`src/rtl/clock_12h_ctrl_pkg.sv`:
```
// clock_12h_ctrl_pkg
// Shared types and constants for the 12-hour clock run/set controller.
//   - state_t      : controller FSM state encoding (driven out on `mode`)
//   - BCD limits   : hour/minute ranges and reset values
//   - bcd_in_range : legality check applied to counter values captured on set entry
// Optional feature macro: CLOCK_12H_CTRL_ALARM_EN adds the alarm-setting states.
package clock_12h_ctrl_pkg;

    typedef enum logic [2:0] {
        RUN       = 3'd0,
        SET_HH    = 3'd1,
        SET_MM    = 3'd2
`ifdef CLOCK_12H_CTRL_ALARM_EN
        ,
        SET_AL_HH = 3'd3,
        SET_AL_MM = 3'd4
`endif
    } state_t;

    localparam logic [7:0] HH_MIN     = 8'h01;
    localparam logic [7:0] HH_MAX     = 8'h12;
    localparam logic [7:0] MM_MIN     = 8'h00;
    localparam logic [7:0] MM_MAX     = 8'h59;
    localparam logic [7:0] HH_RST     = 8'h12;
    localparam logic [7:0] MM_RST     = 8'h00;
    // Stepping away from 11 lands on 12, which is where AM/PM flips.
    localparam logic [7:0] HH_PM_FLIP = 8'h11;

    // True when v is a well-formed BCD byte inside [lo, hi]. For legal BCD the
    // binary ordering matches the decimal ordering, so plain compares suffice.
    function automatic logic bcd_in_range(input logic [7:0] v,
                                          input logic [7:0] lo,
                                          input logic [7:0] hi);
        return (v[3:0] <= 4'd9) && (v[7:4] <= 4'd9) && (v >= lo) && (v <= hi);
    endfunction

endpackage

```
`src/rtl/clock_12h_ctrl_bcd_step.sv`:
```
// bcd_step
// Combinational 8-bit BCD increment with wrap from MAX back to MIN.
//   val  in  8  current BCD value (assumed legal and within MIN..MAX)
//   nxt  out 8  val + 1 in BCD, or MIN when val is at MAX
//   wrap out 1  high when this step wraps MAX -> MIN
module bcd_step
    import clock_12h_ctrl_pkg::*;
#(
    parameter logic [7:0] MIN = MM_MIN,
    parameter logic [7:0] MAX = MM_MAX
) (
    input  logic [7:0] val,
    output logic [7:0] nxt,
    output logic       wrap
);

    always_comb begin
        // NOTE: every output gets a default first so no path leaves it unassigned, which would infer a latch.
        nxt  = val;
        wrap = 1'b0;
        if (val >= MAX) begin
            nxt  = MIN;
            wrap = 1'b1;
        end else if (val[3:0] >= 4'd9) begin
            nxt = {val[7:4] + 4'd1, 4'd0};
        end else begin
            nxt = {val[7:4], val[3:0] + 4'd1};
        end
    end

endmodule

```
`src/rtl/clock_12h_ctrl.sv`:
```
// clock_12h_ctrl
// Run/set controller for the 12-hour BCD time counter: seconds prescaler,
// two-button set FSM on shadow registers, and a one-cycle commit strobe.
// Ports:
//   clk, reset              clock, synchronous active-high reset
//   btn_mode, btn_inc       debounced button levels (rising edge acts)
//   hh_cur, mm_cur, pm_cur  live counter time (BCD)
//   ena                     one-cycle seconds-advance pulse
//   load                    one-cycle commit strobe for hh_load/mm_load/pm_load
//   hh_load, mm_load, pm_load  shadow time being edited / committed
//   mode                    current FSM state encoding
//   alarm_hit               one-cycle alarm pulse (0 unless alarm option built)
// Optional feature macro: CLOCK_12H_CTRL_ALARM_EN (alarm set states + alarm_hit).
module clock_12h_ctrl
    import clock_12h_ctrl_pkg::*;
#(
    parameter int unsigned TICK_DIV = 50000000
) (
    input  logic       clk,
    input  logic       reset,
    input  logic       btn_mode,
    input  logic       btn_inc,
    input  logic [7:0] hh_cur,
    input  logic [7:0] mm_cur,
    input  logic       pm_cur,
    output logic       ena,
    output logic       load,
    output logic [7:0] hh_load,
    output logic [7:0] mm_load,
    output logic       pm_load,
    output logic [2:0] mode,
    output logic       alarm_hit
);

    localparam int unsigned CNT_W = (TICK_DIV > 1) ? $clog2(TICK_DIV) : 1;
    localparam logic [CNT_W-1:0] CNT_MAX = CNT_W'(TICK_DIV - 1);

    state_t           state;
    logic [CNT_W-1:0] cnt;
    logic             btn_mode_q, btn_inc_q;
    logic             mode_edge, inc_edge;

    logic [7:0] hh_sel, mm_sel, hh_nxt, mm_nxt;
    logic       hh_wrap, mm_wrap;
    logic       unused_wrap;

`ifdef CLOCK_12H_CTRL_ALARM_EN
    logic [7:0] al_hh, al_mm;
    logic       al_pm;
    logic       al_match, al_match_q;

    // The alarm fields share the shadow incrementers.
    assign hh_sel = (state == SET_AL_HH) ? al_hh : hh_load;
    assign mm_sel = (state == SET_AL_MM) ? al_mm : mm_load;
`else
    assign hh_sel = hh_load;
    assign mm_sel = mm_load;
`endif

    bcd_step #(.MIN(HH_MIN), .MAX(HH_MAX)) u_hh_step (
        .val  (hh_sel),
        .nxt  (hh_nxt),
        .wrap (hh_wrap)
    );

    bcd_step #(.MIN(MM_MIN), .MAX(MM_MAX)) u_mm_step (
        .val  (mm_sel),
        .nxt  (mm_nxt),
        .wrap (mm_wrap)
    );

    // Minutes never carry into hours and 12->01 does not flip AM/PM, so the wrap flags go unused here.
    assign unused_wrap = hh_wrap | mm_wrap;

    assign mode = state;

    always_ff @(posedge clk) begin
        // NOTE: sequential state uses non-blocking assignments so every register samples pre-edge values.
        if (reset) begin
            state      <= RUN;
            cnt        <= '0;
            btn_mode_q <= 1'b0;
            btn_inc_q  <= 1'b0;
            mode_edge  <= 1'b0;
            inc_edge   <= 1'b0;
            ena        <= 1'b0;
            load       <= 1'b0;
            hh_load    <= HH_RST;
            mm_load    <= MM_RST;
            pm_load    <= 1'b0;
`ifdef CLOCK_12H_CTRL_ALARM_EN
            al_hh      <= HH_RST;
            al_mm      <= MM_RST;
            al_pm      <= 1'b0;
`endif
        end else begin
            // Edges are registered so a press acts two edges after the level rises.
            btn_mode_q <= btn_mode;
            btn_inc_q  <= btn_inc;
            mode_edge  <= btn_mode & ~btn_mode_q;
            inc_edge   <= btn_inc & ~btn_inc_q;
            ena        <= 1'b0;
            load       <= 1'b0;

            case (state)
                RUN: begin
                    if (mode_edge) begin
                        // Prescaler holds while setting; illegal live values fall back to 12:00.
                        state   <= SET_HH;
                        hh_load <= bcd_in_range(hh_cur, HH_MIN, HH_MAX) ? hh_cur : HH_RST;
                        mm_load <= bcd_in_range(mm_cur, MM_MIN, MM_MAX) ? mm_cur : MM_RST;
                        pm_load <= pm_cur;
                    end else if (cnt == CNT_MAX) begin
                        cnt <= '0;
                        ena <= 1'b1;
                    end else begin
                        cnt <= cnt + 1'b1;
                    end
                end

                SET_HH: begin
                    if (mode_edge) begin
                        state <= SET_MM;
                    end else if (inc_edge) begin
                        hh_load <= hh_nxt;
                        if (hh_load == HH_PM_FLIP) pm_load <= ~pm_load;
                    end
                end

                SET_MM: begin
                    if (mode_edge) begin
                        // Commit: the counter restarts its second, so the prescaler does too.
                        load <= 1'b1;
                        cnt  <= '0;
`ifdef CLOCK_12H_CTRL_ALARM_EN
                        state <= SET_AL_HH;
`else
                        state <= RUN;
`endif
                    end else if (inc_edge) begin
                        mm_load <= mm_nxt;
                    end
                end

`ifdef CLOCK_12H_CTRL_ALARM_EN
                // Time keeps running while the alarm is edited.
                SET_AL_HH, SET_AL_MM: begin
                    if (cnt == CNT_MAX) begin
                        cnt <= '0;
                        ena <= 1'b1;
                    end else begin
                        cnt <= cnt + 1'b1;
                    end
                    if (mode_edge) begin
                        state <= (state == SET_AL_HH) ? SET_AL_MM : RUN;
                    end else if (inc_edge) begin
                        if (state == SET_AL_HH) begin
                            al_hh <= hh_nxt;
                            if (al_hh == HH_PM_FLIP) al_pm <= ~al_pm;
                        end else begin
                            al_mm <= mm_nxt;
                        end
                    end
                end
`endif

                default: state <= RUN;
            endcase
        end
    end

`ifdef CLOCK_12H_CTRL_ALARM_EN
    assign al_match = (state == RUN) && (hh_cur == al_hh) && (mm_cur == al_mm) && (pm_cur == al_pm);

    // Pulse only on the rising edge of the match so a held time fires once.
    always_ff @(posedge clk) begin
        if (reset) begin
            al_match_q <= 1'b0;
            alarm_hit  <= 1'b0;
        end else begin
            al_match_q <= al_match;
            alarm_hit  <= al_match & ~al_match_q;
        end
    end
`else
    assign alarm_hit = 1'b0;
`endif

endmodule

```
`config.mk`:
```
export PLATFORM = sky130hd
export DESIGN_NAME = clock_12h_ctrl
export DESIGN_NICKNAME = d
export VERILOG_FILES = /design/src/rtl/clock_12h_ctrl_pkg.sv /design/src/rtl/clock_12h_ctrl_bcd_step.sv /design/src/rtl/clock_12h_ctrl.sv
export SDC_FILE = /design/constraint.sdc
export NUM_CORES = 1
export LEC_CHECK = 0
export ABC_AREA = 1
export CAP_MARGIN = 20
export CORE_ASPECT_RATIO = 2
export CORE_MARGIN = 3
export CORE_UTILIZATION = 56
export DETAILED_ROUTE_END_ITERATION = 8
export GPL_ROUTABILITY_DRIVEN = 0
export PLACE_DENSITY_LB_ADDON = 0.12
export SLEW_MARGIN = 10
export SYNTH_ARGS = -nofsm -noshare
export SYNTH_HDL_FRONTEND = slang
export SYNTH_HIERARCHICAL = 1
export SYNTH_SLANG_ARGS = --single-unit
```
`constraint.sdc`:
```
create_clock -name clk -period 3.9 [get_ports clk]
set_input_delay 0.39 -clock clk [delete_from_list [all_inputs] [get_ports clk]]
set_output_delay 0.39 -clock clk [all_outputs]
set_load 0.03 [all_outputs]
```
== Word-level counts from Yosys, hierarchy flattened ==
Index checks and enable logic that the tools add are counted.
Word-level totals
  RAM bits: 0
  bits in latches: 0
  memories: 0
  bits of input ports: 21
  ROM bits: 0
  logic and storage cells: 99
  output and inout bits: 23
  register bits after elaboration: 52
Operators by class
  shift-type cells: 0
  add/sub/neg operators: 5
  equality and inequality tests: 15
  div/mod/pow operators: 0
  order comparisons: 12
  mux-type cells: 29
  reduce and logical (&&, ||, !) cells: 18
  multipliers: 0
  bitwise operators: 7
Operators by type and width (number)
  two-way mux 8 bit: 12
  two-way mux 26 bit: 3
  one-hot mux 26 bit (2 select lines): 1
  one-hot mux 8 bit (2 select lines): 2
  adder 26 x 1 -> 26 bit (second input constant): 1
  equality test 26 bit (second input constant): 1
  inequality test 2 bit (second input constant): 9
  adder 4 x 1 -> 4 bit (second input constant): 4
  >= comparator 8 x 1 -> 1 bit (second input constant): 2
  less-or-equal comparator 4 bit (second input constant): 4
  AND reduction 5 bit: 3
  two-way mux 3 bit: 3
  one-hot mux 3 bit (3 select lines): 1
  equality test 8 x 5 -> 1 bit (second input constant): 1
  >= comparator 4 bit (second input constant): 2
  >= comparator 8 x 5 -> 1 bit (second input constant): 1
  >= comparator 8 x 7 -> 1 bit (second input constant): 1
  less-or-equal comparator 8 x 5 -> 1 bit (second input constant): 1
  less-or-equal comparator 8 x 7 -> 1 bit (second input constant): 1
  AND reduction 4 bit: 2
  logical AND 1 bit: 6
  two-way mux 1 bit: 6
  inequality test 3 x 1 -> 1 bit (second input constant): 2
  AND reduction 3 bit: 2
  9 further kinds: 15

== Longest topological paths before layout ==
Gate-level depths: netlist of the first run.
  word-level depth: 7
  gate-level depth with buffers: 11
  gate-level depth less buffers: 11

== Cells and area by module ==
The synthesis of the first run kept the hierarchy.
Modules (own cells, without submodules)
  clock_12h_ctrl: seq. area each 1021.0 um2, area an instance 2970.3 um2, cells each 448, times used 1
  bcd_step (u_hh_step): seq. area each 0.0 um2, area an instance 284.0 um2, cells each 44, times used 1
  bcd_step (u_mm_step): seq. area each 0.0 um2, area an instance 281.5 um2, cells each 49, times used 1

== Worst setup path before layout of the first run ==
Ideal clock, no wire load.
  path kind: register -> register
  from: register hh_load[1]
  to: register hh_load[4]
  clock period less this slack: 1.627 ns
  setup time: 0.120 ns
  arrival: 1.508 ns
  path slack: 2.273 ns
  cell stages (with the launch flop): 11
  data required time: 3.780 ns
  path buffers: 0
  cell sequence: dfxtp_1 > inv_1 > ha_1 > inv_1 > nand3_2 > nand2_2 > nand2_1 > nand2_1 > nor2_2 > o211ai_1 > nand2_1
On the way
  word-level cells in the longest chain between the ends: 5
  elaborated cells on any way between the ends: 8
  classes of those cells: order compare: 2; eq/ne: 1; mux: 4; reduce/logical: 1
RTL lines
  from (decl): line clock_12h_ctrl.sv:28  | output logic [7:0] hh_load,
  from (signal assigned): line clock_12h_ctrl.sv:110  | hh_load <= bcd_in_range(hh_cur, HH_MIN, HH_MAX) ? hh_cur : HH_RST;
  from (signal assigned): line clock_12h_ctrl.sv:125  | hh_load <= hh_nxt;
  >= comparator 8 x 5 -> 1 bit: line clock_12h_ctrl_bcd_step.sv:21  | if (val >= MAX) begin
  two-way mux 8 bit: line clock_12h_ctrl_bcd_step.sv:21
  net hh_nxt[4]: line clock_12h_ctrl.sv:43  | logic [7:0] hh_sel, mm_sel, hh_nxt, mm_nxt;
  two-way mux 8 bit: line clock_12h_ctrl.sv:124  | end else if (inc_edge) begin
  two-way mux 8 bit: line clock_12h_ctrl.sv:122  | if (mode_edge) begin
  one-hot mux 8 bit (2 select lines): line clock_12h_ctrl.sv:105  | case (state)
The timed path passes the listed nets, and every way through them passes these cells. The select of a mux whose other input is x is not followed.
A chain may end at the register's enable or synchronous reset.

== Final worst setup path of the first run ==
  from: register state[1] (netlist: mode[1])
  to: register cnt[10]
On the way
  word-level cells in the longest chain between the ends: 3
  elaborated cells on any way between the ends: 7
  classes of those cells: eq/ne: 3; mux: 1; reduce/logical: 3
RTL lines
  from (decl): line clock_12h_ctrl.sv:38  | state_t state;
  from (signal assigned): line clock_12h_ctrl.sv:80  | state <= RUN;
  from (signal assigned): line clock_12h_ctrl.sv:109  | state <= SET_HH;
  from (signal assigned): line clock_12h_ctrl.sv:123  | state <= SET_MM;
  equality test 3 x 2 -> 1 bit or zero test 3 bit (tied branches): line clock_12h_ctrl.sv:105
  inequality test 2 bit (no line) or nonzero test 2 bit (tied branches)
  AND reduction 3 bit (no line)
  to (signal assigned): line clock_12h_ctrl.sv:117  | cnt <= cnt + 1'b1;
  to (decl): line clock_12h_ctrl.sv:39  | logic [CNT_W-1:0] cnt;
Parallel ways exist; a longest one is shown, timed or not.

==> implementation parameters, run 1 <==
Parameter                              Value

Timing
  Max transition margin ... 0.629
  Time the worst path needs with I/O delays and setup ... 2.03 ns
  Final slew viol count ... 0
  Clock Skew ... slightly above 0.005 ns
  Slew at the pin with the worst max-slew slack ... approximately 0.56 ns
  Final hold vios ... 0
  Final setup violation count ... 0
  Final cycle utilization of the critical path ... 0.522
  Achievable frequency ... between 400 and 500 MHz
  Final setup TNS ... 0 ns
  Unrepaired setup endpoints after global routing ... no

Cells and area
  Antenna diode instance count ... 0
  Post-route core utilization ... 0.681
  Fill cell instance count of the final layout ... roughly 560
  Final nets ... between 600 and 700
  Fraction of layout cells with a size suffix above 1 ... 0.133
  Area added between synthesis and finish ... 16.6%

Setup path
  Crit Path Class ... reg2reg
  Data required time at the worst endpoint ... roughly 4.1 ns
  Sort of element at the end of the critical path ... flip-flop
  Arrival @ worst endpoint ... roughly 2.2 ns
  Startpoint types ... flip-flop
  Maximum fanout count along the critical path ... 22

Logic synthesis
  Share of synthesized registers carrying an async set or reset ... 0
  Cell variety after synth ... 36
  Post-synthesis cell area ... about 3500 sq um
  Average footprint of a synthesized cell ... approximately 6.5 sq um
  Sequential fraction of the synthesis area ... 0.289
  Flip-flop cell with the highest count after synthesis ... sky130_fd_sc_hd__dfxtp_1
  Number of synthesized register bits ... 51
  Synthesis warning total ... 6
  Post-synth EDFFs ... 0
  Gate Count Post-Synth ... between 500 and 600

Clock network
  Post-cts sizing count ... 0
  # H-tree levels ... 2
  Clock tree from TritonCTS ... built
  Number of buffers inserted by post-CTS setup repair ... 0
  CTS Root Buffer Type ... sky130_fd_sc_hd__clkbuf_16
  Worst-path clk slew ... roughly 0.07 ns
  Sinks on Clock Net ... a little over 50
  CTS max path bufs ... 2
  Number of buffers added to fix hold violations after cts ... 0
  Total CTS buffers ... 5
  Worst skew pair latency ... between 0.2 and 0.3 ns

Placed design
  Post-detailed-placement half-perimeter wirelength ... a little under 7000 um
  Quantity of I/O buffers inserted on ports ... roughly 40

Routing
  Wire length after detailed routing ... roughly 9000 um
  Total vias in the final route ... about 3,600
  Count of nets left with antenna violations after detail routing ... 0
  Final routed DRC violation total ... 0
  Wire length per cell after detailed routing ... ~14 um
  DR pass1 iterations ... 6
  First-iteration detailed-routing DRC count ... 203
  Via-to-Cell Ratio ... about 5.4

Global routing
  Global-route wire length before repair ... about 15,000 um
  Overall Global Routing Usage ... 0.246
  Maximum number of pins on one net before global-route repair ... 33
  Antenna violations before repair ... 0
  Vias in the first global route ... 3,381
  Leftover overflow at the end of global routing ... 0

Floorplanning
  Horizontal die dimension ... 62.2 um
  Count of pins on the block boundary ... 44
  Floorplan die area ... between 7000 and 8000 sq um
  Chip height ... 118 um
  Initial cell density of the core ... 0.584
  Number of rows created at floorplan ... 40
  Standard cell core area ... approximately 6100 sq um

Power
  Peak ir drop on the vdd network ... about 0.00031 V
  Cell area power density ... 319 nW/um^2
  Leakage power total ... 1.68 nW

Min path
  Classification of the worst-slack hold path ... reg2reg

Flow run
  Maximum Capacitance Violations ... 0

Run status
  Run status ... finished clean
## cells in the mapped netlist (2+ instances only)
cell,count,area [sq um]
sky130_fd_sc_hd__nand2_2,13,81.3
sky130_fd_sc_hd__o21ai_1,7,35.0
sky130_fd_sc_hd__nand3_1,35,175
sky130_fd_sc_hd__nor2_2,12,75.1
sky130_fd_sc_hd__buf_6,2,22.5
sky130_fd_sc_hd__inv_1,65,244
sky130_fd_sc_hd__ha_1,12,150
sky130_fd_sc_hd__nand4_1,21,131
sky130_fd_sc_hd__dfxtp_1,51,1020
sky130_fd_sc_hd__a31oi_1,3,18.8
sky130_fd_sc_hd__nand2_1,118,443
sky130_fd_sc_hd__nand3b_1,2,15.0
sky130_fd_sc_hd__conb_1,3,11.3
sky130_fd_sc_hd__nor2_1,57,214
sky130_fd_sc_hd__nand2_4,5,56.3
sky130_fd_sc_hd__buf_4,4,30.0
sky130_fd_sc_hd__nor2_4,6,67.6
sky130_fd_sc_hd__o211ai_1,2,15.0
sky130_fd_sc_hd__clkbuf_1,6,22.5
sky130_fd_sc_hd__a21o_1,2,15.0
sky130_fd_sc_hd__buf_2,3,15.0
sky130_fd_sc_hd__nor3_2,2,20.0
sky130_fd_sc_hd__o21ai_0,14,70.1
sky130_fd_sc_hd__a21oi_2,6,52.6
sky130_fd_sc_hd__xor2_1,3,26.3
sky130_fd_sc_hd__nor3_1,7,35.0
sky130_fd_sc_hd__inv_2,11,41.3
sky130_fd_sc_hd__nand3_2,11,110
sky130_fd_sc_hd__a21oi_1,51,255
## placed cells by master (no fill, tap or decap), types with 4 or more instances in the layout
cell type / Yosys / final
sky130_fd_sc_hd__conb_1: 3 / 4
sky130_fd_sc_hd__nor2_2: 12 / 12
sky130_fd_sc_hd__clkbuf_16: 0 / 5
sky130_fd_sc_hd__nand4_1: 21 / 21
sky130_fd_sc_hd__nand3_1: 35 / 35
sky130_fd_sc_hd__nor2_1: 57 / 57
sky130_fd_sc_hd__nand2_2: 13 / 13
sky130_fd_sc_hd__o21ai_1: 7 / 7
sky130_fd_sc_hd__ha_1: 12 / 12
sky130_fd_sc_hd__clkdlybuf4s50_1: 0 / 41
sky130_fd_sc_hd__o21ai_0: 14 / 14
sky130_fd_sc_hd__a21oi_1: 51 / 51
sky130_fd_sc_hd__nor2_4: 6 / 6
sky130_fd_sc_hd__dfxtp_1: 51 / 51
sky130_fd_sc_hd__nor3_1: 7 / 7
sky130_fd_sc_hd__nand2_1: 118 / 118
sky130_fd_sc_hd__nand3_2: 11 / 11
sky130_fd_sc_hd__nand2_4: 5 / 5
sky130_fd_sc_hd__inv_1: 65 / 65
sky130_fd_sc_hd__inv_2: 11 / 11
sky130_fd_sc_hd__a21oi_2: 6 / 6
## final timing paths
kind	startpoint	end	slack [ns]	depth (start not counted)
worst max register to register	mode[1]$_SDFFE_PP0P_	cnt[10]$_SDFFE_PP0P_	1.87	9
worst max-delay path	mode[1]$_SDFFE_PP0P_	cnt[10]$_SDFFE_PP0P_	1.87	9
worst min-delay path	btn_inc_q$_SDFF_PP0_	inc_edge$_SDFF_PP0_	0.40	1
worst min register to register	btn_inc_q$_SDFF_PP0_	inc_edge$_SDFF_PP0_	0.40	1
## stage by stage
| stage | total power, mW | setup WS (ns) | hold slack (ns) | instance area [sq um] | instances |
|---|---|---|---|---|---|
| after floorplan | 0.805 | 2.27 | 0.373 | 3540 | 542 |
| after global placement | 0.894 | 1.81 | 0.380 | 3970 | 653 |
| after detailed placement | 0.900 | 1.74 | 0.386 | 3970 | 653 |
| after CTS | 1.32 | 1.70 | 0.400 | 4110 | 661 |
| after global routing | 1.37 | 1.69 | 0.406 | 4120 | 662 |
| final | 1.31 | 1.87 | 0.395 | 4120 | 662 |
## cell type report
class / count / area [sq um] / area share
repair buffers: 43 / 429 / 0.104
well taps: 84 / 105 / 0.0255
clock buffers: 7 / 133 / 0.0322
multi-input cells: 400 / 2140 / 0.520
clock inverters: 1 / 5.00 / 0.00121
inverters: 76 / 285 / 0.0692
flip-flops and latches: 51 / 1020 / 0.248
## critical path, stage by stage, from the launching register on
cell	delay (ns)
sky130_fd_sc_hd__dfxtp_1	0.41
sky130_fd_sc_hd__inv_2	0.07
sky130_fd_sc_hd__nor2_2	0.39
sky130_fd_sc_hd__nand2_1	0.21
sky130_fd_sc_hd__nand2_2	0.18
sky130_fd_sc_hd__inv_2	0.20
sky130_fd_sc_hd__nor3_2	0.24
sky130_fd_sc_hd__nand3_1	0.08
sky130_fd_sc_hd__o21ai_0	0.09
sky130_fd_sc_hd__nor2_1	0.06
## logic make-up (layout without fill, tap and decap cells)
kind of cell	after synthesis	count (layout)	share of synthesized area
simple gates	290	290	0.404
compound gates	90	90	0.145
flops	51	51	0.289
xor+xnor	4	4	0.00991
other cells	3	4	0.00318
buf+inv	91	127	0.106
fa+ha+maj	12	12	0.0425
## metal layers
layer	wire length [um]	track usage	share of wire
met1	3290	0.239	0.36
met5	0	0	0
met2	5010	0.476	0.55
met3	366	0.0323	0.040
met4	420	0.147	0.046
## flip-flops by register name (all words and copies together), names as in the netlist
register    flops
mode_edge       1
cnt            26
pm_load         1
mm_load         8
btn_mode_q      1
ena             1
mode            2
load            1
btn_inc_q       1
hh_load         8
inc_edge        1
## report_power, final
part / switching, mW / internal (mW) / total [mW]
sequential: 0.0373 / 0.544 / 0.581
combinational: 0.196 / 0.115 / 0.311
clock: 0.184 / 0.238 / 0.422
Power figures use the tool's default switching activity.
==> run 2, diff against run 1 <==
==> constraint.sdc (replaced) <==
create_clock -name clk -period 1.89 [get_ports clk]
set_input_delay 0.189 -clock clk [delete_from_list [all_inputs] [get_ports clk]]
set_output_delay 0.189 -clock clk [all_outputs]
set_load 0.03 [all_outputs]
==> run 2 against run 1 <==
Net effect:
- first-iteration DRC count is 19% lower
- sequential power is 100% higher
- routed wire length is 8.8% higher
- utilization is 6.6 points higher
- critical path depth is 8 lower
- clock power is 120% higher
- non-clock buffer count is 50 higher
- count of clock-buffer cells in the layout stayed put
- flip-flop and latch count stayed put
- cell area is 9.7% higher
- largest cell class unchanged
- highest routed layer unchanged
==> implementation parameters, run 2 (same netlist as run 1, synthesis figures left out) <==
Parameter                              Value

Run status
  Run status ... finished clean

Placed design
  Placement-stage cell area ... 4360 sq um (+9.6%)
  Post-detailed-placement half-perimeter wirelength ... 7600 um (+9.8%)
  Quantity of I/O buffers inserted on ports ... 41 (unchanged)
  Post-placement worst setup slack ... -0.203 ns (-1.94 ns)
  Post-placement cell count ... 704 (+7.8%)

Timing
  Clock Skew ... 0.00579 ns (+0.000733 ns)
  Final slew viol count ... 0 (unchanged)
  Achievable frequency ... approximately 560 MHz
  Unrepaired setup endpoints after global routing ... no
  Worst Slack Setup Final ... 0.0985 ns (-1.77 ns)
  Final setup violation count ... 0 (unchanged)
  Final setup TNS ... 0 ns (unchanged)
  Slew at the pin with the worst max-slew slack ... 0.666 ns (+0.110 ns)
  Final cycle utilization of the critical path ... 0.948
  WHS ... 0.397 ns (+0.00139 ns)
  Max transition margin ... 0.555 (-0.0741)
  Time the worst path needs with I/O delays and setup ... between 1.5 and 2 ns
  Final hold vios ... 0 (unchanged)

Cells and area
  Post-route core utilization ... 0.747 (+0.0661)
  Final nets ... 660 (+8.2%)
  Final instance count without filler cells ... 712 (+7.6%)
  Leading cell types in the layout, fill and taps excluded ... 116 x sky130_fd_sc_hd__nand2_1, 65 x sky130_fd_sc_hd__inv_1, 57 x sky130_fd_sc_hd__nor2_1
  Reg with most FFs ... cnt
  Registers with the most flip-flops ... cnt (26), hh_load (8), mm_load (8)
  Area added between synthesis and finish ... 27.9%
  Fraction of layout cells with a size suffix above 1 ... 0.207 (+0.0738)
  Flip-flop count of the largest register, all copies and words added ... 26 (unchanged)
  Antenna diode instance count ... 0 (unchanged)
  Fill cell instance count of the final layout ... 495 (-11%)
  Most common cell after layout, fill and taps aside ... sky130_fd_sc_hd__nand2_1
  Post-layout instance area ... 4520 sq um (+9.7%)

Floorplanning
  Chip height ... 118 um (unchanged)
  Number of rows created at floorplan ... 40 (unchanged)
  Horizontal die dimension ... 62.2 um (unchanged)
  Initial cell density of the core ... 0.584 (unchanged)
  Standard cell core area ... 6060 sq um (unchanged)
  Count of pins on the block boundary ... 44 (unchanged)
  Floorplan die area ... 7360 sq um (unchanged)

Routing
  Final routed DRC violation total ... 0 (unchanged)
  First-iteration detailed-routing DRC count ... 165 (-19%)
  Via-to-Cell Ratio ... 5.37 (-0.85%)
  Count of nets left with antenna violations after detail routing ... 0 (unchanged)
  Wire length per cell after detailed routing ... 13.9 um (+1.2%)
  Total vias in the final route ... 3,824 (+6.6%)
  DR pass1 iterations ... 5 (-1)
  Wire length after detailed routing ... 9890 um (+8.8%)

Setup path
  Data required time at the worst endpoint ... 1.70 ns (-2.38 ns)
  Maximum fanout count along the critical path ... 10 (-55%)
  Startpoint types ... flip-flop
  Crit Path Class ... reg2out
  Sort of element at the end of the critical path ... primary output
  Crit-path slowest cell ... sky130_fd_sc_hd__clkdlybuf4s50_1
  Delay contributed by the slowest stage of the critical path ... 0.75 ns (+0.34 ns)
  CP top delay family ... buffers and inverters
  Arrival @ worst endpoint ... 1.60 ns (-0.62 ns)
  Buf+Inv Stages, Crit Path ... 1 (-1)
  Sequence of cells on the critical path ... clkdlybuf4s50_1

Global routing
  Maximum number of pins on one net before global-route repair ... 33 (unchanged)
  Leftover overflow at the end of global routing ... 0 (unchanged)
  Overall Global Routing Usage ... 0.273 (+0.0266)
  Global-route wire length before repair ... 16,200 um (+7.9%)
  Antenna violations before repair ... 0 (unchanged)
  Vias in the first global route ... 3,621 (+7.1%)

Power
  Peak ir drop on the vdd network ... 0.000600 V (+95%)
  Leakage power total ... 1.95 nW (+16%)
  PnR Total Power ... 2.82 mW (+110%)
  Cell area power density ... 624 nW/um^2 (+96%)

Clock network
  Worst-path clk slew ... 0.06 ns (about the same)
  Worst skew pair latency ... 0.30 ns (about the same)
  Sinks on Clock Net ... 51 (unchanged)
  Clock tree from TritonCTS ... built
  CTS max path bufs ... 2 (unchanged)
  CTS Root Buffer Type ... sky130_fd_sc_hd__clkbuf_16
  Total CTS buffers ... 5 (unchanged)
  # H-tree levels ... 2 (unchanged)

Min path
  Classification of the worst-slack hold path ... reg2reg

Flow run
  Maximum Capacitance Violations ... 0 (unchanged)
[run 2: per-layer routing]
layer | track usage | share of wire | up-vias
met1 | 0.254 | 0.34 | 1746
met5 | 0 | 0 | -
met4 | 0.170 | 0.052 | 0
met3 | 0.0466 | 0.042 | 35
li1 | - | - | 1915
met2 | 0.529 | 0.56 | 128
[run 2: worst paths after layout]
check | endpoint | cells past startpoint | slack, ns | from
worst max-delay path | hh_load[3] | 1 | 0.1 | hh_load[3]$_SDFFE_PP0P_
worst min register to register | mode_edge$_SDFF_PP0_ | 1 | 0.40 | btn_mode_q$_SDFF_PP0_
worst min-delay path | mode_edge$_SDFF_PP0_ | 1 | 0.40 | btn_mode_q$_SDFF_PP0_
worst max register to register | cnt[14]$_SDFFE_PP0P_ | 9 | 0.14 | cnt[0]$_SDFFE_PP0P_
[run 2: where the power goes]
group	internal, mW	total, mW	switching [mW]	leakage, nW
sequential	1.12	1.19	0.0669	0.415
combinational	0.263	0.694	0.431	1.46
clock	0.531	0.939	0.409	0.0741
total	1.92	2.82	0.907	1.95
[run 2: area by class of cell]
type,count,area (sq um),share of cell area
Tap cell,84,105,0.0232
Clock buffer,7,143,0.0315
Sequential cell,51,1020,0.226
Multi-Input combinational cell,400,2160,0.477
Timing Repair Buffer,93,801,0.177
Clock inverter,1,8.76,0.00194
Inverter,76,285,0.0631
[run 2: repair_timing]
| item | in CTS | in global routing |
|---|---|---|
| endpoints found under the setup margin | 22 | 8 |
| setup buffers | 0 | 0 |
| resized for setup | 1 | 3 |
| hold buffers | 0 | 0 |
